$ cat src/rtl/iomem_copy_master.sv
// iomem_copy_master: a bus initiator that copies a block of 32-bit words.
// For each word it reads from the source address and then writes that
// word to the destination address, over the iomem valid/ready bus.
// It reports a completion pulse, the number of words written, and a
// sticky error flag when a responder fails to answer in time.
module iomem_copy_master #(
  parameter int TIMEOUT_CYCLES = 256,
  parameter int LEN_WIDTH      = 16
) (
  input  logic                 clk,
  input  logic                 reset,
  input  logic                 cmd_valid,
  output logic                 cmd_ready,
  input  logic [31:0]          cmd_src,
  input  logic [31:0]          cmd_dst,
  input  logic [LEN_WIDTH-1:0] cmd_len,
  output logic                 done,
  output logic                 error,
  output logic [LEN_WIDTH-1:0] words_done,
  output logic                 busy,
  output logic                 iomem_valid,
  input  logic                 iomem_ready,
  output logic [3:0]           iomem_wstrb,
  output logic [31:0]          iomem_addr,
  output logic [31:0]          iomem_wdata,
  input  logic [31:0]          iomem_rdata
);

  localparam logic [1:0] S_IDLE = 2'd0;
  localparam logic [1:0] S_RD   = 2'd1;
  localparam logic [1:0] S_WR   = 2'd2;
  localparam logic [1:0] S_FIN  = 2'd3;

  // The wait counter only ever needs to hold 0 .. TIMEOUT_CYCLES-1.
  localparam int            TW      = (TIMEOUT_CYCLES > 1) ? $clog2(TIMEOUT_CYCLES) : 1;
  localparam logic [TW-1:0] TO_LAST = TW'(TIMEOUT_CYCLES - 1);

  // Word addresses: the two low bits of the command addresses are dropped.
  localparam logic [31:0] WORD_MASK = 32'hFFFF_FFFC;

  logic [1:0]           state_reg, state_next;
  logic [31:0]          src_reg, src_next;
  logic [31:0]          dst_reg, dst_next;
  logic [LEN_WIDTH-1:0] len_reg, len_next;
  logic [LEN_WIDTH-1:0] words_done_reg, words_done_next;
  logic                 error_reg, error_next;
  logic                 done_reg, done_next;
  logic [TW-1:0]        to_cnt_reg, to_cnt_next;
  logic                 valid_reg, valid_next;
  logic [3:0]           wstrb_reg, wstrb_next;
  logic [31:0]          addr_reg, addr_next;
  logic [31:0]          wdata_reg, wdata_next;

  logic                 wait_expired;
  logic                 last_word;

  assign wait_expired = (to_cnt_reg == TO_LAST);
  assign last_word    = ((words_done_reg + LEN_WIDTH'(1)) == len_reg);

  // Next-state and next-output logic for the copy sequencer.
  always_comb begin
    state_next      = state_reg;
    src_next        = src_reg;
    dst_next        = dst_reg;
    len_next        = len_reg;
    words_done_next = words_done_reg;
    error_next      = error_reg;
    done_next       = 1'b0;
    to_cnt_next     = to_cnt_reg;
    valid_next      = valid_reg;
    wstrb_next      = wstrb_reg;
    addr_next       = addr_reg;
    wdata_next      = wdata_reg;

    case (state_reg)
      S_IDLE: begin
        if (cmd_valid) begin
          src_next        = cmd_src & WORD_MASK;
          dst_next        = cmd_dst & WORD_MASK;
          len_next        = cmd_len;
          error_next      = 1'b0;
          words_done_next = '0;
          to_cnt_next     = '0;
          if (cmd_len == '0) begin
            // Nothing to move: report completion without touching the bus.
            state_next = S_FIN;
            done_next  = 1'b1;
          end else begin
            // Present the first read straight away from the registered outputs.
            state_next = S_RD;
            valid_next = 1'b1;
            wstrb_next = 4'h0;
            addr_next  = cmd_src & WORD_MASK;
          end
        end
      end

      S_RD: begin
        if (iomem_ready) begin
          // The write data register is loaded directly from the read data,
          // and the write request follows in the very next cycle.
          wdata_next  = iomem_rdata;
          src_next    = src_reg + 32'd4;
          to_cnt_next = '0;
          state_next  = S_WR;
          valid_next  = 1'b1;
          wstrb_next  = 4'hF;
          addr_next   = dst_reg;
        end else if (wait_expired) begin
          error_next  = 1'b1;
          valid_next  = 1'b0;
          to_cnt_next = '0;
          state_next  = S_FIN;
          done_next   = 1'b1;
        end else begin
          to_cnt_next = to_cnt_reg + TW'(1);
        end
      end

      S_WR: begin
        if (iomem_ready) begin
          dst_next        = dst_reg + 32'd4;
          words_done_next = words_done_reg + LEN_WIDTH'(1);
          to_cnt_next     = '0;
          if (last_word) begin
            state_next = S_FIN;
            done_next  = 1'b1;
            valid_next = 1'b0;
          end else begin
            // src_reg was already advanced when the read completed.
            state_next = S_RD;
            valid_next = 1'b1;
            wstrb_next = 4'h0;
            addr_next  = src_reg;
          end
        end else if (wait_expired) begin
          error_next  = 1'b1;
          valid_next  = 1'b0;
          to_cnt_next = '0;
          state_next  = S_FIN;
          done_next   = 1'b1;
        end else begin
          to_cnt_next = to_cnt_reg + TW'(1);
        end
      end

      S_FIN: begin
        state_next = S_IDLE;
      end

      default: begin
        state_next = S_IDLE;
        valid_next = 1'b0;
      end
    endcase
  end

  // State and output registers; reset abandons any in-flight transfer.
  always_ff @(posedge clk) begin
    if (reset) begin
      state_reg      <= S_IDLE;
      src_reg        <= '0;
      dst_reg        <= '0;
      len_reg        <= '0;
      words_done_reg <= '0;
      error_reg      <= 1'b0;
      done_reg       <= 1'b0;
      to_cnt_reg     <= '0;
      valid_reg      <= 1'b0;
      wstrb_reg      <= 4'h0;
      addr_reg       <= '0;
      wdata_reg      <= '0;
    end else begin
      state_reg      <= state_next;
      src_reg        <= src_next;
      dst_reg        <= dst_next;
      len_reg        <= len_next;
      words_done_reg <= words_done_next;
      error_reg      <= error_next;
      done_reg       <= done_next;
      to_cnt_reg     <= to_cnt_next;
      valid_reg      <= valid_next;
      wstrb_reg      <= wstrb_next;
      addr_reg       <= addr_next;
      wdata_reg      <= wdata_next;
    end
  end

  assign cmd_ready   = (state_reg == S_IDLE);
  assign busy        = (state_reg != S_IDLE);
  assign done        = done_reg;
  assign error       = error_reg;
  assign words_done  = words_done_reg;
  assign iomem_valid = valid_reg;
  assign iomem_wstrb = wstrb_reg;
  assign iomem_addr  = addr_reg;
  assign iomem_wdata = wdata_reg;

endmodule

$ cat config.mk
export PLATFORM = sky130hd
export DESIGN_NAME = iomem_copy_master
export DESIGN_NICKNAME = d
export VERILOG_FILES = /design/src/rtl/iomem_copy_master.sv
export SDC_FILE = /design/constraint.sdc
export NUM_CORES = 1
export LEC_CHECK = 0
export CORE_UTILIZATION = 50
export DETAILED_ROUTE_END_ITERATION = 6
export GPL_ROUTABILITY_DRIVEN = 0
export PLACE_DENSITY_LB_ADDON = 0.3
export SLEW_MARGIN = 15
export SYNTH_ARGS = -nofsm -noshare
export SYNTH_HDL_FRONTEND = slang
export SYNTH_SLANG_ARGS = --single-unit
$ cat constraint.sdc
create_clock -name clk -period 3.6 [get_ports clk]
set_clock_uncertainty 0.1 [all_clocks]
set_input_delay 0.72 -clock clk [delete_from_list [all_inputs] [get_ports clk]]
set_output_delay 0.72 -clock clk [all_outputs]
set_load 0.01 [all_outputs]
==> reports/results.tsv <==
metric	value	unit
vias in the first global route	8729	
Setup crit end kind	flop	
largest net degree at the start of global routing	97	
worst r2r src	words_done[2]	
Reg2Reg Depth	8	
CTS tree	yes	
total clock sinks	169	
number of flip-flops in the largest register	32	
IO Pins	205	
Tmin final	3420	ps
r2r setup slk	180	ps
design area	12000	sq um
number of synthesized flops with an enable pin	0	
Synth Area per Inst	7.62	sq um
post-synthesis cell count	1220	
H-Tree Depth	4	
drt via density	5.95	
grt ovf	0	
#FFs+latches synth	169	
top cell type's share of synthesized area	36.4	%
Max-slew headroom	47.5	%
WL final	26500	microns
number of fill cells	1560	
worst-case clock buffer depth	2	
startpoint types	flop	
CORE AREA	18100	sq um
Area Growth Syn to Fin	29.3	%
GRT Util Overall	27.8	%
DP HPWL	18100	microns
dominant cells by area after synthesis	dfxtp_1 (36%), nand2_1 (7.8%), a21oi_1 (6.4%)	
Die X	138	microns
worst slew pin tran	780	ps
Worst R2R End	iomem_addr[3]	
Critical Path RT	3850	ps
total power	5.80	mW
Achievable Freq	0.292	GHz
Placed Instance Area	11400	sq um
Cell Area, Synth	9300	sq um
first-pass GRT wire length	43500	microns
Syn Nets	1344	
Worst Hold Launch	iomem_wdata[28]	
most frequent cell after synthesis	nand2_1	
share of cells above drive strength 1	5.23	%
clk_lat worst skew	430	ps
DR DRC count	16	
DR vias	9550	
Placement Rows	49	
post-layout util	66.5	%
leakage power total	4.28	nW
die area	19200	sq um
status	complete, but fails checks	
hold bufs inserted after CTS	0	
Hold Path Stages	2	
Max-cap violations	0	
RSZ-0062 raised after global routing	no	
min-delay worst type	flop to flop	
Tcrit/Tclk final	95.0	%
yosys warns	0	
pwr dens	482	nW/um^2
Num CTS Buffers	17	
final setup vio count	0	
asr flop ratio synth	0	%
Reg clk slew, reported paths	70	ps
final std cells w/o fill	1606	
Hold Vio Cnt, Final	0	
DIE HEIGHT	138	microns
CP max FO	32	
Fin Setup TNS	0	ps
initial antenna violation count	1	
post-synth cell types	66	
cell taking the most area after synthesis	dfxtp_1	
sequential share of the synthesized area	36.4	%
CTS root buf	clkbuf_16	
Initial Util	51.4	%
WL/cell	16.5	microns
Worst setup endpoint	iomem_addr[3]	
placed insts	1574	
Max Slew Vio Count	0	
failing checks	DRC	
TritonRoute pass-1 iters	7	
maximum vdd drop	0.376	mV
Critical Path AT	3670	ps
Buffers on Ports	200	
nets@finish	1488	
Final ANT Viol Nets	0	
crit path from	words_done[2]	
ys flop type	dfxtp_1	
Iter 0 DRT Violations	835	
Commonest cells post-synth	nand2_1 (193), dfxtp_1 (169), a21oi_1 (119), nor2_1 (110), clkbuf_1 (84)	
n_diodes	0	
critical path type	flop to flop	
[power by group]
group	internal [mW]	leakage, nW	switching (mW)
clock	1.22	0.314	0.770
combinational	0.700	2.58	0.763
sequential	2.10	1.39	0.250
[metrics by stage]
stage                     setup slack [ps]  hold slack (ps)
final                                  179              352
after global routing                  18.7              373
after CTS                              151              354
after detailed placement               155              347
after global placement                 263              341
after floorplan                        267              348
[placed cells by master, fill, tap and decap left out, types with 12 or more instances in the layout]
| cell | instances |
|---|---|
| clkdlybuf4s50_1 | 199 |
| clkbuf_16 | 17 |
| nor2_1 | 110 |
| o21ai_0 | 57 |
| nor4_1 | 13 |
| a22oi_1 | 52 |
| xnor2_1 | 12 |
| nand2b_1 | 35 |
| buf_4 | 24 |
| a211o_1 | 31 |
| inv_1 | 15 |
| a21oi_1 | 119 |
| mux2i_1 | 42 |
| nor3_1 | 36 |
| xor2_1 | 14 |
| nand3_1 | 43 |
| nand4_1 | 20 |
| dfxtp_1 | 168 |
| and3_1 | 13 |
| nand2_1 | 193 |
| a211oi_1 | 24 |
[timing repair]
item	CTS	global route
setup buffers	0	0
setup endpoints to repair	0	32
gates resized for setup	0	1
[metal layers]
metal / vias up / track usage, % / wire (microns)
met3: 33 / 7.14 / 2200
li1: 4656 / - / -
met1: 4479 / 36.5 / 11700
met5: - / 0 / 0
met4: 0 / 9.11 / 416
met2: 382 / 44.3 / 12200
[logic make-up after synthesis]
group	Yosys count	share of synthesized area, %
and+or+nand+nor	518	26.3
adders and majority gates	8	1.08
DFF	169	36.4
buffers and inverters	116	5.46
AOI/OAI and AO/OA	338	23.3
xor gates and xnor gates	27	2.70
muxes	44	4.76
[worst min path at each step]
stage,endpoint,slack [ps]
finish,iomem_wdata[28],350
CTS,iomem_wdata[28],350
detailed placement,iomem_wdata[28],350
global placement,iomem_wdata[31],340
global route,iomem_wdata[1],370
floorplan,len_reg[10],350
[critical path, cell delays in order, from the launching register on]
cell     delay, ps
dfxtp_1        520
nand4_1        170
or4_1          630
xnor2_1        160
or4_1          550
or4_4          460
a31oi_4        220
buf_12         250
mux2i_1        250
[cell type report]
| type | instances | area (sq um) | area share [%] |
|---|---|---|---|
| clock inverter | 11 | 165 | 1.37 |
| tap | 229 | 287 | 2.38 |
| timing repair buffer | 226 | 2230 | 18.6 |
| multi-input combinational | 935 | 5430 | 45.2 |
| sequential | 169 | 3380 | 28.1 |
| clock buffer | 21 | 470 | 3.91 |
| inverter | 15 | 56.3 | 0.468 |
Note: power is estimated with default switching activity, not from simulation.
